<file path="src/rtl/serial_w_gen.sv">
// Serial w-stream transmitter: loads a pattern and shifts it out LSB first.
// Optional Moore reference model (EXPECT_Z_EN) predicts the detector z output.
//
// Ports:
//   inputClk, inputReset     clock, async active-high reset
//   inputLoad                start request (accepted only when idle)
//   inputPattern             bits to send, LSB first
//   inputLength              bit count, clamped to WIDTH
//   outputW, outputValid     serial bit and its qualifier
//   outputBusy, outputDone   transfer in progress / one-cycle end pulse
//   outputExpZ               predicted detector z (EXPECT_Z_EN)
//   outputMatchCount         predicted z rising edges since load (EXPECT_Z_EN)
module serial_w_gen #(
  parameter int WIDTH = 16,
  parameter int LEN_W = 5
) (
  input  logic             inputClk,
  input  logic             inputReset,
  input  logic             inputLoad,
  input  logic [WIDTH-1:0] inputPattern,
  input  logic [LEN_W-1:0] inputLength,
  output logic             outputW,
  output logic             outputValid,
  output logic             outputBusy,
  output logic             outputDone,
  output logic             outputExpZ,
  output logic [7:0]       outputMatchCount
);

  typedef enum logic [1:0] {
    IDLE,
    SHIFT,
    DONE
  } state_t;

  state_t           state;
  state_t           state_nx;
  logic [WIDTH-1:0] shreg;
  logic [WIDTH-1:0] shreg_nx;
  logic [LEN_W-1:0] cnt;
  logic [LEN_W-1:0] cnt_nx;
  logic [LEN_W-1:0] len_clamp;
  logic             load_ok;

  logic w_nx;
  logic valid_nx;
  logic busy_nx;
  logic done_nx;

  assign len_clamp = (inputLength > LEN_W'(WIDTH))
                   ? LEN_W'(WIDTH) : inputLength;
  assign load_ok   = (state == IDLE) && inputLoad;

  always_ff @(posedge inputClk or posedge inputReset) begin
    if (inputReset) begin
      state <= IDLE;
      shreg <= '0;
      cnt   <= '0;
    end else begin
      state <= state_nx;
      shreg <= shreg_nx;
      cnt   <= cnt_nx;
    end
  end

  always_comb begin
    state_nx = state;
    shreg_nx = shreg;
    cnt_nx   = cnt;
    unique case (state)
      IDLE: begin
        if (load_ok) begin
          shreg_nx = inputPattern;
          cnt_nx   = len_clamp;
          state_nx = (len_clamp == '0) ? DONE : SHIFT;
        end
      end
      SHIFT: begin
        shreg_nx = shreg >> 1;
        cnt_nx   = cnt - 1'b1;
        if (cnt <= LEN_W'(1)) state_nx = DONE;
      end
      DONE: begin
        state_nx = IDLE;
      end
      default: begin
        state_nx = IDLE;
      end
    endcase
  end

  // Outputs are computed from the next state so they can be registered
  // without adding a cycle of latency.
  always_comb begin
    w_nx     = (state_nx == SHIFT) && shreg_nx[0];
    valid_nx = (state_nx == SHIFT);
    busy_nx  = (state_nx != IDLE);
    done_nx  = (state_nx == DONE);
  end

  always_ff @(posedge inputClk or posedge inputReset) begin
    if (inputReset) begin
      outputW     <= 1'b0;
      outputValid <= 1'b0;
      outputBusy  <= 1'b0;
      outputDone  <= 1'b0;
    end else begin
      outputW     <= w_nx;
      outputValid <= valid_nx;
      outputBusy  <= busy_nx;
      outputDone  <= done_nx;
    end
  end

`ifdef EXPECT_Z_EN
  typedef enum logic [1:0] {
    MA,
    MB,
    MC
  } m_t;

  m_t m;
  m_t m_nx;

  always_comb begin
    m_nx = MA;
    if (outputW) begin
      unique case (m)
        MA:      m_nx = MB;
        MB:      m_nx = MC;
        MC:      m_nx = MC;
        default: m_nx = MA;
      endcase
    end
  end

  always_ff @(posedge inputClk or posedge inputReset) begin
    if (inputReset) begin
      m                <= MA;
      outputExpZ       <= 1'b0;
      outputMatchCount <= '0;
    end else begin
      m          <= m_nx;
      outputExpZ <= (m_nx == MC);
      if (load_ok)
        outputMatchCount <= '0;
      else if (m_nx == MC && m != MC && outputMatchCount != 8'hFF)
        outputMatchCount <= outputMatchCount + 8'd1;
    end
  end
`else
  assign outputExpZ       = 1'b0;
  assign outputMatchCount = '0;
`endif

endmodule

</file>
<file path="config.mk">
export PLATFORM = sky130hd
export DESIGN_NAME = serial_w_gen
export DESIGN_NICKNAME = d
export VERILOG_FILES = /design/src/rtl/serial_w_gen.sv
export SDC_FILE = /design/constraint.sdc
export NUM_CORES = 1
export LEC_CHECK = 0
export ABC_CLOCK_PERIOD_IN_PS = 2150
export CORE_UTILIZATION = 51
export DETAILED_ROUTE_END_ITERATION = 7
export PLACE_DENSITY_LB_ADDON = 0.12
export SETUP_SLACK_MARGIN = 0.05
export SLEW_MARGIN = 20
export SYNTH_ARGS = -nofsm -noshare
export SYNTH_HDL_FRONTEND = slang
export SYNTH_SLANG_ARGS = --single-unit
export TNS_END_PERCENT = 50
</file>
<file path="constraint.sdc">
create_clock -name inputClk -period 2.15 [get_ports inputClk]
set_input_delay 0.3225 -clock inputClk [delete_from_list [all_inputs] [get_ports inputClk]]
set_output_delay 0.3225 -clock inputClk [all_outputs]
set_load 0.02 [all_outputs]
</file>
=== Word level (Yosys, flattened, before mapping) ===
Index checks and enable logic that the tools add are counted.

* Bits in registers: 27
* Input bits: 24
* Output and inout port bits: 13
* Word-level logic and storage cells: 31

* Add/sub/neg operators: 1
* Magnitude comparators: 2
* Eq/ne operators: 4
* Mux-type cells: 9
* Reduce and logical (&&, ||, !) cells: 7

{| class="wikitable"
|+ Operators by type and width
! kind !! count
|-
| $pmux 16 s2 || 1
|-
| $mux 16 || 1
|-
| $mux 5 || 2
|-
| $pmux 5 s2 || 1
|-
| $mux 2 || 3
|-
| $gt 5x5->1 const B || 1
|-
| $le 5x1->1 const B || 1
|-
| $logic_not 5->1 || 1
|-
| $sub 5x1->5 const B || 1
|-
| $eq 2x1->1 const B || 2
|-
| $pmux 2 s2 || 1
|-
| $reduce_bool 2->1 || 2
|-
| $eq 2x2->1 const B || 1
|-
| $logic_and 1x1->1 || 2
|-
| $logic_not 2->1 || 1
|-
| $ne 2x2->1 const B || 1
|-
| $reduce_and 2->1 || 1
|}

=== Depth between registers and ports, before layout ===
* Depth in word-level cells: 8
* Mapped depth: 6
* Depth with buffers taken out: 5

=== Least setup slack after synthesis ===
OpenSTA, ideal clock, no wires.

* Path type: input to register
* Start point: input state[0]
* End point: register cnt[2]
* Setup time: 0.129 ns
* Arrival: 1.248 ns
* Required time: 2.021 ns
* Setup slack: 0.773 ns
* Stages on the path: 6
* Path through: dfrtp_1 > buf_6 > or3b_1 > buf_6 > a32oi_1 > o21ai_1

* Longest elaborated chain between the ends: 4

{| class="wikitable"
|+ Ends and longest elaborated chain
! item !! RTL line !! source
|-
| from (decl) || 36 || <nowiki>state_t state;</nowiki>
|-
| $logic_not 2->1 || 52, 70 ||
|-
| $logic_and 1x1->1 || 52 || <nowiki>assign load_ok = (state == IDLE) && inputLoad;</nowiki>
|-
| $ne 2x2->1 (no line) || - ||
|-
| $reduce_and 2->1 (no line) || - ||
|-
| to (signal assigned) || 62 || <nowiki>cnt <= cnt_nx;</nowiki>
|-
| to (decl) || 40 || <nowiki>logic [LEN_W-1:0] cnt;</nowiki>
|}

Several ways; a longest one is shown, not always the timed one.
A chain may end at the register's enable or synchronous reset.

=== Worst setup path after layout ===
* Start point: input state[0]
* End point: register shreg[11]

* Longest elaborated chain between the ends: 4

{| class="wikitable"
|+ Ends and longest elaborated chain
! item !! RTL line !! source
|-
| $logic_not 2->1 || 52, 70 ||
|-
| $logic_and 1x1->1 || 52 ||
|-
| $ne 2x2->1 (no line) || - ||
|-
| $reduce_and 2->1 (no line) || - ||
|-
| to (signal assigned) || 61 || <nowiki>shreg <= shreg_nx;</nowiki>
|-
| to (decl) || 38 || <nowiki>logic [WIDTH-1:0] shreg;</nowiki>
|}

Several ways; a longest one is shown, not always the timed one.

==> results.tsv <==
metric	value	unit
routability-driven placement congestion ratio	0.908	
initial antenna violation count	0	
starting density of the core	0.547	
DR top layer	met4	
Setup crit end kind	register	
period utilization	0.772	
row count	18	
status	finished, final reports clean	
asr flop ratio synth	1.00	
hold_ws	324	ps
first-pass GRT wire length	4240	µm
Core Util, Final	0.656	
CTS tree	built	
drt drc	0	
clk_skew	9.51	ps
Primary FF master, synth	dfrtp_1	
Final Max Tran Viols	0	
Max-Cap Viols	0	
hpwl dp	1950	µm
Syn Area/Cell	9.93	µm²
Seq/Total Area, Yosys	0.490	
commonest non-fill, non-tap cells in the layout	nand2_1, dfrtp_1, clkdlybuf4s50_1	
ANT nets after route	0	
setup TNS	0	ps
Root Buffer	clkbuf_4	
Initial DRC Count	39	
compound-cell area share of the yosys netlist	0.179	
synth top area cells	dfrtp_1, nand2_1, a22oi_1, buf_4, buf_6	
clock latency on the worst-skew pair	330	ps
WL/cell	14.0	µm
Worst VDD drop	0.850	mV
post_cts resized	0	
instance count of the mapped netlist	139	
Final Hold Viols	0	
number of global-route vias before repair	950	
Simple-Gate Fraction of Synth Area	0.210	
hold buffers post-CTS	0	
Total Wirelength	2730	µm
All-Layer GR Usage	0.205	
Port-buffer cells	27	
num ports	37	
die width	54.0	µm
Final Cell Area	1650	µm²
CTS sink count	27	
Pleak	0.000766	µW
ant diodes	0	
Detail Route met2 WL	1270	µm
RSZ-0062 raised after global routing	false	
Worst-path clk slew	160	ps
vias per cell	5.53	
synth warn	0	
mux cell area share after synthesis	0	
Crit Path Category	reg2reg	
via count	1078	
number of synthesized register bits	27	
clk buf depth	2	
fillcell total	235	
endpoints failing setup	0	
placed cell area	1620	µm²
Post-synth EDFFs	0	
Power Dens Cells	1280	nW/µm²
synth unique cells	40	
Yosys top cell by area	dfrtp_1	
commonest non-fill, non-tap cell in the layout	nand2_1	
fmax	602	MHz
Num CTS Buffers	3	
Cell Area, Synth	1380	µm²
total gr overflow	0	
H-tree depth	1	
Crit Path Max Fanout	11	
total power	2110	µW
core area	2520	µm²
Worst Max-Slew Pin Slew	653	ps
share of layout cells above drive strength 1	0.0848	
CP Data Arrival Time	1950	ps
die height	54.0	µm
Synth-to-Final Area Change	19.9	%
crit start category	register	
Rel. slew slack	0.564	
met1 wire length	1300	µm
detailed-router iteration count before antenna repair	4	
top-area cell type share of the netlist area	0.490	
# Post-CTS Setup Buffers	0	
nets	192	
Post-Synth XOR/XNOR Area	0	
Adder-Cell Fraction of Synth Area	0.0181	
class of the worst hold path	in2async	
Die Area	2920	µm²
Final min period	1660	ps
largest net degree at the start of global routing	28	
required time of the critical path	2440	ps
Detail Route met3 WL	141	µm
main combinational cell family by area after synthesis	simple AND/OR/NAND/NOR gates	
synth_stat cells, types with 2 or more instances:
| master | n |
|---|---|
| nand2_1 | 34 |
| dfrtp_1 | 27 |
| a22oi_1 | 15 |
| buf_4 | 9 |
| inv_1 | 4 |
| buf_2 | 3 |
| buf_6 | 3 |
| nand3b_1 | 3 |
| or2_2 | 3 |
| a21oi_1 | 2 |
| clkbuf_1 | 2 |
| ha_1 | 2 |
| nand2b_1 | 2 |
| nor3_1 | 2 |
| o21bai_1 | 2 |
| o22ai_1 | 2 |
layer usage:
metal	GRT usage	vias up
li1	-	520
met1	0.280	519
met2	0.317	37
met3	0.0282	2
met4	0.103	0
met5	0	-
final timing paths:
path,startpoint,to,slack [ps],cells after the start
worst max-delay path,state[0]$_DFF_PP0_,shreg[11]$_DFFE_PP0P_,490,4
worst min-delay path,inputReset,shreg[6]$_DFFE_PP0P_,320,3
worst max register to register,state[0]$_DFF_PP0_,shreg[11]$_DFFE_PP0P_,490,4
worst min register to register,shreg[8]$_DFFE_PP0P_,shreg[8]$_DFFE_PP0P_,500,2
max in group asynchronous,inputReset,outputDone$_DFF_PP0_,1560,3
min in group inputClk,shreg[8]$_DFFE_PP0P_,shreg[8]$_DFFE_PP0P_,500,2
layout make-up:
type,instances,area [µm²],area share
repair buffers,31,300,0.182
well taps,30,37.5,0.0227
clock inverters,1,7.51,0.00454
clock buffers,3,22.5,0.0136
inverters,4,15.0,0.00908
multi-input cells,99,596,0.360
flip-flops and latches,27,676,0.408
registers in the layout, summed over array words and instances, names as in the netlist:
name         count
shreg           16
cnt              5
state            2
outputBusy       1
outputDone       1
outputValid      1
outputW          1
worst max-delay path, cell delays in order, from the launching register on:
cell	delay, ps
dfrtp_1	600
nor2b_1	600
buf_4	270
a22oi_1	80
nand2_1	70
per-stage QoR:
| step | std cells | setup slack (ps) |
|---|---|---|
| after detailed placement | 191 | 267 |
| after global routing | 195 | 409 |
| after floorplan | 147 | 773 |
| after CTS | 195 | 488 |
| after global placement | 191 | 306 |
| final | 195 | 489 |
cells by family (layout without fill, tap and decap cells):
group | Yosys count | count (layout)
AND/OR/NAND/NOR | 56 | 56
AO/OA/AOI/OAI | 32 | 32
flip-flops | 27 | 27
buffers and inverters | 21 | 39
adder cells (fa/ha/maj) | 2 | 2
other | 1 | 9
report_power, final:
part           switching, µW  total, µW  internal [µW]  leakage (µW)
Clock                    158        229           71.3     0.0000139
Combinational            514        964            450      0.000414
Sequential               183        920            737      0.000337
(Power assumes the default switching activity.)
